File: config.mk
export PLATFORM = sky130hd
export DESIGN_NAME = netlist_stim_capture
export DESIGN_NICKNAME = d
export VERILOG_FILES = /design/src/rtl/netlist_stim_capture_pkg.sv /design/src/rtl/nlsc_lfsr16.sv /design/src/rtl/netlist_stim_capture.sv
export SDC_FILE = /design/constraint.sdc
export NUM_CORES = 1
export LEC_CHECK = 0
export ABC_AREA = 0
export BUFFER_PORTS_ARGS = -buffer_cell sky130_fd_sc_hd__buf_4
export CAP_MARGIN = 25
export CORE_MARGIN = 2
export CORE_UTILIZATION = 54
export CTS_CLUSTER_SIZE = 14
export DETAILED_ROUTE_END_ITERATION = 8
export PLACE_DENSITY = 0.9
export SYNTH_ARGS = -nofsm -noshare
export SYNTH_HDL_FRONTEND = slang
export SYNTH_SLANG_ARGS = --single-unit
export TNS_END_PERCENT = 50
File: constraint.sdc
create_clock -name clk -period 2.3 [get_ports clk]
set_clock_uncertainty 0.15 [all_clocks]
set_input_delay 0.23 -clock clk [delete_from_list [all_inputs] [get_ports clk]]
set_output_delay 0.23 -clock clk [all_outputs]
set_load 0.01 [all_outputs]
File: src/rtl/netlist_stim_capture_pkg.sv
// Shared types and constants for the netlist stimulus/capture harness:
// FSM state encoding, the Galois polynomial and the fallback seed.
package netlist_stim_capture_pkg;

    typedef enum logic [2:0] {
        IDLE   = 3'd0,
        APPLY  = 3'd1,
        SETTLE = 3'd2,
        SAMPLE = 3'd3,
        DONE   = 3'd4
    } state_e;

    localparam logic [15:0] LFSR_POLY    = 16'hB400;
    localparam logic [15:0] DEFAULT_SEED = 16'hACE1;

    // One right-shift Galois step with an extra data bit folded into bit 0.
    function automatic logic [15:0] lfsr_next(input logic [15:0] cur, input logic din);
        lfsr_next = (cur >> 1) ^ (cur[0] ? LFSR_POLY : 16'h0000) ^ {15'b0, din};
    endfunction

    // An all-zero seed would lock the LFSR, so it is swapped for the default.
    function automatic logic [15:0] safe_seed(input logic [15:0] seed);
        safe_seed = (seed == 16'h0000) ? DEFAULT_SEED : seed;
    endfunction

endpackage

File: src/rtl/nlsc_lfsr16.sv
// 16-bit Galois shift register with enable, synchronous load and a data-in bit.
// Used both as the stimulus LFSR (din tied 0) and as the response MISR.
module nlsc_lfsr16
    import netlist_stim_capture_pkg::*;
#(
    parameter logic [15:0] RESET_VAL = 16'h0000
) (
    input  logic        clk_i,
    input  logic        rst_n_i,
    input  logic        en_i,
    input  logic        load_i,
    input  logic [15:0] load_val_i,
    input  logic        din_i,
    output logic [15:0] val_o
);

    logic [15:0] val_q;
    logic [15:0] val_d;

    // Next state: a reload wins over a shift step.
    always_comb begin
        val_d = val_q;
        if (load_i) begin
            val_d = load_val_i;
        end else if (en_i) begin
            val_d = lfsr_next(val_q, din_i);
        end else begin
            val_d = val_q;
        end
    end

    // State register.
    always_ff @(posedge clk_i or negedge rst_n_i) begin
        if (!rst_n_i) begin
            val_q <= RESET_VAL;
        end else begin
            val_q <= val_d;
        end
    end

    assign val_o = val_q;

endmodule

File: src/rtl/netlist_stim_capture.sv
// Stimulus/response harness around a combinational cone: LFSR vectors in, MISR
// signature and ones count out. Optional pause input under NETLIST_STIM_CAPTURE_PAUSE_EN.
module netlist_stim_capture
    import netlist_stim_capture_pkg::*;
#(
    parameter int          IN_W       = 13,
    parameter int          NUM_VEC    = 256,
    parameter int          SETTLE_CYC = 2,
    parameter logic [15:0] SEED       = 16'hACE1,
    localparam int         CW         = $clog2(NUM_VEC + 1)
) (
    input  logic            clk,
    input  logic            rst_n,
`ifdef NETLIST_STIM_CAPTURE_PAUSE_EN
    input  logic            pause,
`endif
    input  logic            start,
    output logic [IN_W-1:0] stim,
    input  logic            resp,
    output logic            busy,
    output logic            done,
    output logic [15:0]     sig,
    output logic [CW-1:0]   ones_cnt,
    output logic [CW-1:0]   vec_cnt
);

    localparam logic [15:0] SEED_EFF    = safe_seed(SEED);
    localparam int          SW          = (SETTLE_CYC > 1) ? $clog2(SETTLE_CYC) : 1;
    localparam logic [SW-1:0] SETTLE_LAST = SW'((SETTLE_CYC > 0) ? SETTLE_CYC - 1 : 0);
    localparam logic [CW-1:0] VEC_LAST    = CW'(NUM_VEC - 1);

    state_e        state_q;
    logic [SW-1:0] settle_cnt_q;
    logic [CW-1:0] ones_q;
    logic [CW-1:0] vec_q;
    logic          busy_q;
    logic          done_q;

    logic          pause_s;
    logic          launch_s;
    logic          step_s;
    logic [15:0]   lfsr_val_s;
    logic [15:0]   misr_val_s;

`ifdef NETLIST_STIM_CAPTURE_PAUSE_EN
    assign pause_s = pause;
`else
    assign pause_s = 1'b0;
`endif

    assign launch_s = start && ((state_q == IDLE) || (state_q == DONE));
    assign step_s   = (state_q == SAMPLE) && !pause_s;

    nlsc_lfsr16 #(.RESET_VAL(SEED_EFF)) u_lfsr (
        .clk_i      (clk),
        .rst_n_i    (rst_n),
        .en_i       (step_s),
        .load_i     (launch_s),
        .load_val_i (SEED_EFF),
        .din_i      (1'b0),
        .val_o      (lfsr_val_s)
    );

    nlsc_lfsr16 #(.RESET_VAL(16'h0000)) u_misr (
        .clk_i      (clk),
        .rst_n_i    (rst_n),
        .en_i       (step_s),
        .load_i     (launch_s),
        .load_val_i (16'h0000),
        .din_i      (resp),
        .val_o      (misr_val_s)
    );

    // Sequencer: apply, settle, sample per vector; counters advance only on a live sample.
    always_ff @(posedge clk or negedge rst_n) begin
        if (!rst_n) begin
            state_q      <= IDLE;
            settle_cnt_q <= '0;
            ones_q       <= '0;
            vec_q        <= '0;
            busy_q       <= 1'b0;
            done_q       <= 1'b0;
        end else begin
            case (state_q)
                IDLE, DONE: begin
                    if (start) begin
                        state_q <= APPLY;
                        ones_q  <= '0;
                        vec_q   <= '0;
                        busy_q  <= 1'b1;
                        done_q  <= 1'b0;
                    end
                end
                APPLY: begin
                    if (!pause_s) begin
                        settle_cnt_q <= '0;
                        state_q      <= (SETTLE_CYC == 0) ? SAMPLE : SETTLE;
                    end
                end
                SETTLE: begin
                    if (!pause_s) begin
                        if (settle_cnt_q == SETTLE_LAST) begin
                            state_q <= SAMPLE;
                        end else begin
                            settle_cnt_q <= settle_cnt_q + 1'b1;
                        end
                    end
                end
                SAMPLE: begin
                    if (!pause_s) begin
                        ones_q <= ones_q + CW'(resp);
                        vec_q  <= vec_q + 1'b1;
                        if (vec_q == VEC_LAST) begin
                            state_q <= DONE;
                            busy_q  <= 1'b0;
                            done_q  <= 1'b1;
                        end else begin
                            state_q <= APPLY;
                        end
                    end
                end
                default: begin
                    state_q <= IDLE;
                    busy_q  <= 1'b0;
                    done_q  <= 1'b0;
                end
            endcase
        end
    end

    // Bits of the LFSR above the cone width only feed the polynomial.
    generate
        if (IN_W < 16) begin : g_hi
            logic unused_lfsr_hi_s;
            assign unused_lfsr_hi_s = ^lfsr_val_s[15:IN_W];
        end
    endgenerate

    assign stim     = lfsr_val_s[IN_W-1:0];
    assign sig      = misr_val_s;
    assign busy     = busy_q;
    assign done     = done_q;
    assign ones_cnt = ones_q;
    assign vec_cnt  = vec_q;

endmodule

==> metrics.yaml <==
start_util_pct: 55.8
finalPower_mw: 2.19
finalSetupTns_ns: 0
ir_worst_vdd_mv: 0.399
synth-async-reset-ratio_pct: 100
clock_latency_ns: 0.31
setup_ws_ns: 0.492
arrival_ns: 1.90
dpl_worst_slack_ns: 0.487
syn_inst: 235
area_growth_pct: 15.4
track_usage_pct: 21.0
drc: 0
crit_fanout: 24
dieArea_um2: 5430
endpoint_kind: "flip-flop"
placed_cells: 318
swShare_pct: 28.9
final_cell_mix: "56 x buf_4, 48 x dfrtp_1, 35 x nand2_1, 18 x a22o_1, 15 x a21oi_1"
power.density_nw_per_um2: 724
r2r-start: "state_q[0]$_DFFE_PN0P_"
yosys.area.top_type_share_pct: 45.8
die_x_um: 73.7
p_seq_share_pct: 56.1
avgSynthCellArea_um2: 11.1
grt_max_degree: 57
placed_area_um2: 2930
wl_met2_um: 2520
cts_tree: "done"
yosysTopAreaCell: "dfrtp_1"
combPwrFrac_pct: 19.9
grt_first_pass_wirelength_um: 8740
finalHoldViolCount: 0
yosysSeqAreaShare_pct: 53.9
clk_path_buf_depth: 2
crit-reg2reg-capture: "ones_cnt[2]$_DFFE_PN0P_"
drt_first_pass_iters: 4
critPathRequiredTime_ns: 2.39
dpl.hpwl_um: 3590
reg2regPathDepth: 4
p_clk_share_pct: 24.0
fin_cells: 327
finalCritPeriodShare_pct: 78.6
tritoncts.num_buffers: 5
rrSetupSlack_ns: 0.49
root_buffer: "clkbuf_8"
ios: 53
crit_start: "state_q[0]$_DFFE_PN0P_"
layout_commonest_cell: "buf_4"
mappedNetlistNets: 243
maxCapViolations: 0
synth_edf_count: 0
routedWlPerCell_um: 15.9
synth_top_cells_by_area: "dfrtp_1 46%, dfstp_2 8.0%, a22o_1 6.0%"
coreArea_um2: 4690
tightest_slew_ns: 0.683
num_rows: 25
ant_nets: 0
fmax_mhz: 553
relSlewSlack_pct: 54.5
clkTransAtPathRegs_ns: 0.09
synth-seq-cells: 56
drt_iter0_markers: 140
antenna_found_initial: 0
status: "complete, no violations"
dr_total_vias: 1867
netlist_area_um2: 2620
met1_length_um: 2370
highest_layer: "met4"
place_congestion: 0.824
p_int_mw: 1.56
die_height_um: 73.7
synth_flop_cell: "dfrtp_1"
drive_above_1_share_pct: 28.9
io_buffers: 52
min_period_ns: 1.81
grt_overflow_total: 0
ys_warn_count: 0
p_switching_uw: 632
yosys.cell_types.count: 45
whs_path_depth: 4
slew_violations: 0
hp-class: "input pin to flip-flop"
grt_pass1_vias: 1762
diodes: 0
path_class: "flip-flop to flip-flop"
routed_wl_um: 5190
vias_per_cell: 5.71
finalSetupViolations: 0
htreeDepth: 2
p_leak_nw: 1.43
worstHoldStart: "start"
clock_sinks: 56
cts_setup_buffers: 0
crit_path_start_kind: "flip-flop"
nNetsFinal: 280
fin_area_um2: 3020
holdPathEnd: "done$_DFFE_PN0P_"
dr_wl_met3_um: 223
rsz0062_at_grt: "false"
[flip-flops by register name, summed over array words and instances (netlist names)]
signal,cells
u_misr.val_o,16
state_q,3
ones_cnt,9
done,1
busy,1
vec_cnt,9
settle_cnt_q,1
u_lfsr.val_o,16
[power groups by stage]
stage / clock network (mW) / logic (mW) / registers (mW)
floorplan: 0 / 0.157 / 1.27
global placement: 0 / 0.428 / 1.24
detailed placement: 0 / 0.442 / 1.25
CTS: 0.537 / 0.444 / 1.23
global route: 0.574 / 0.482 / 1.25
finish: 0.525 / 0.437 / 1.23
[Yosys cell counts (all sizes together), types with 5 or more instances]
| cell | n |
|---|---|
| xor2 | 5 |
| a21oi | 15 |
| a22o | 18 |
| nand2 | 36 |
| buf | 26 |
| o21ai | 5 |
| nand3 | 9 |
| mux2i | 9 |
| dfrtp | 48 |
| o22a | 5 |
| dfstp | 8 |
[worst max path at each step]
stage	slack [ns]	end
2_1_floorplan	0.58	done$_DFFE_PN0P_
3_3_place_gp	0.55	vec_cnt[2]$_DFFE_PN0P_
3_5_place_dp	0.49	ones_cnt[8]$_DFFE_PN0P_
4_1_cts	0.49	ones_cnt[2]$_DFFE_PN0P_
5_1_grt	0.35	done$_DFFE_PN0P_
6_report	0.49	ones_cnt[2]$_DFFE_PN0P_
[layer usage]
| layer | GRT usage, % | up-vias |
|---|---|---|
| li1 | - | 895 |
| met2 | 32.6 | 44 |
| met1 | 29.5 | 922 |
| met4 | 6.26 | 0 |
| met3 | 4.94 | 6 |
| met5 | 0 | - |
[worst max-delay path, stage by stage (launching register included)]
cell and delay [ns]:
dfrtp_1 0.57, nand3b_1 0.34, buf_12 0.27, mux2_2 0.27
mux2i_1 0.13
[cell type report]
type	instances	area, um^2
fill	374	1670
multi-input combinational	149	1000
sequential	56	1410
clock buffer	6	72.6
inverter	2	7.51
timing repair buffer	58	450
tap	54	67.6
clock inverter	2	12.5
[kinds of logic (layout without fill, tap and decap cells)]
logic type	count (synthesis)	in the layout	synth area share, %
xor+xnor	9	9	3.01
compound gates	57	57	15.5
simple gates	68	68	13.5
flops	56	56	53.9
buf+inv	30	68	7.93
fa+ha+maj	4	4	1.91
mux	11	11	4.30
[per-stage QoR]
step | hold slack (ns) | util, %
3_5_place_dp | 0.173 | 62.4
6_report | 0.0888 | 64.4
2_1_floorplan | -0.216 | -
5_1_grt | 0.111 | 64.4
4_1_cts | 0.0839 | 64.4
3_3_place_gp | 0.162 | 62.4
[what timing repair did]
action,4_1_cts,5_1_grt
hold buffers,1,0
endpoints found under the hold margin,48,0
resized for setup,0,0
No activity file was read; power rests on OpenSTA's default activity.
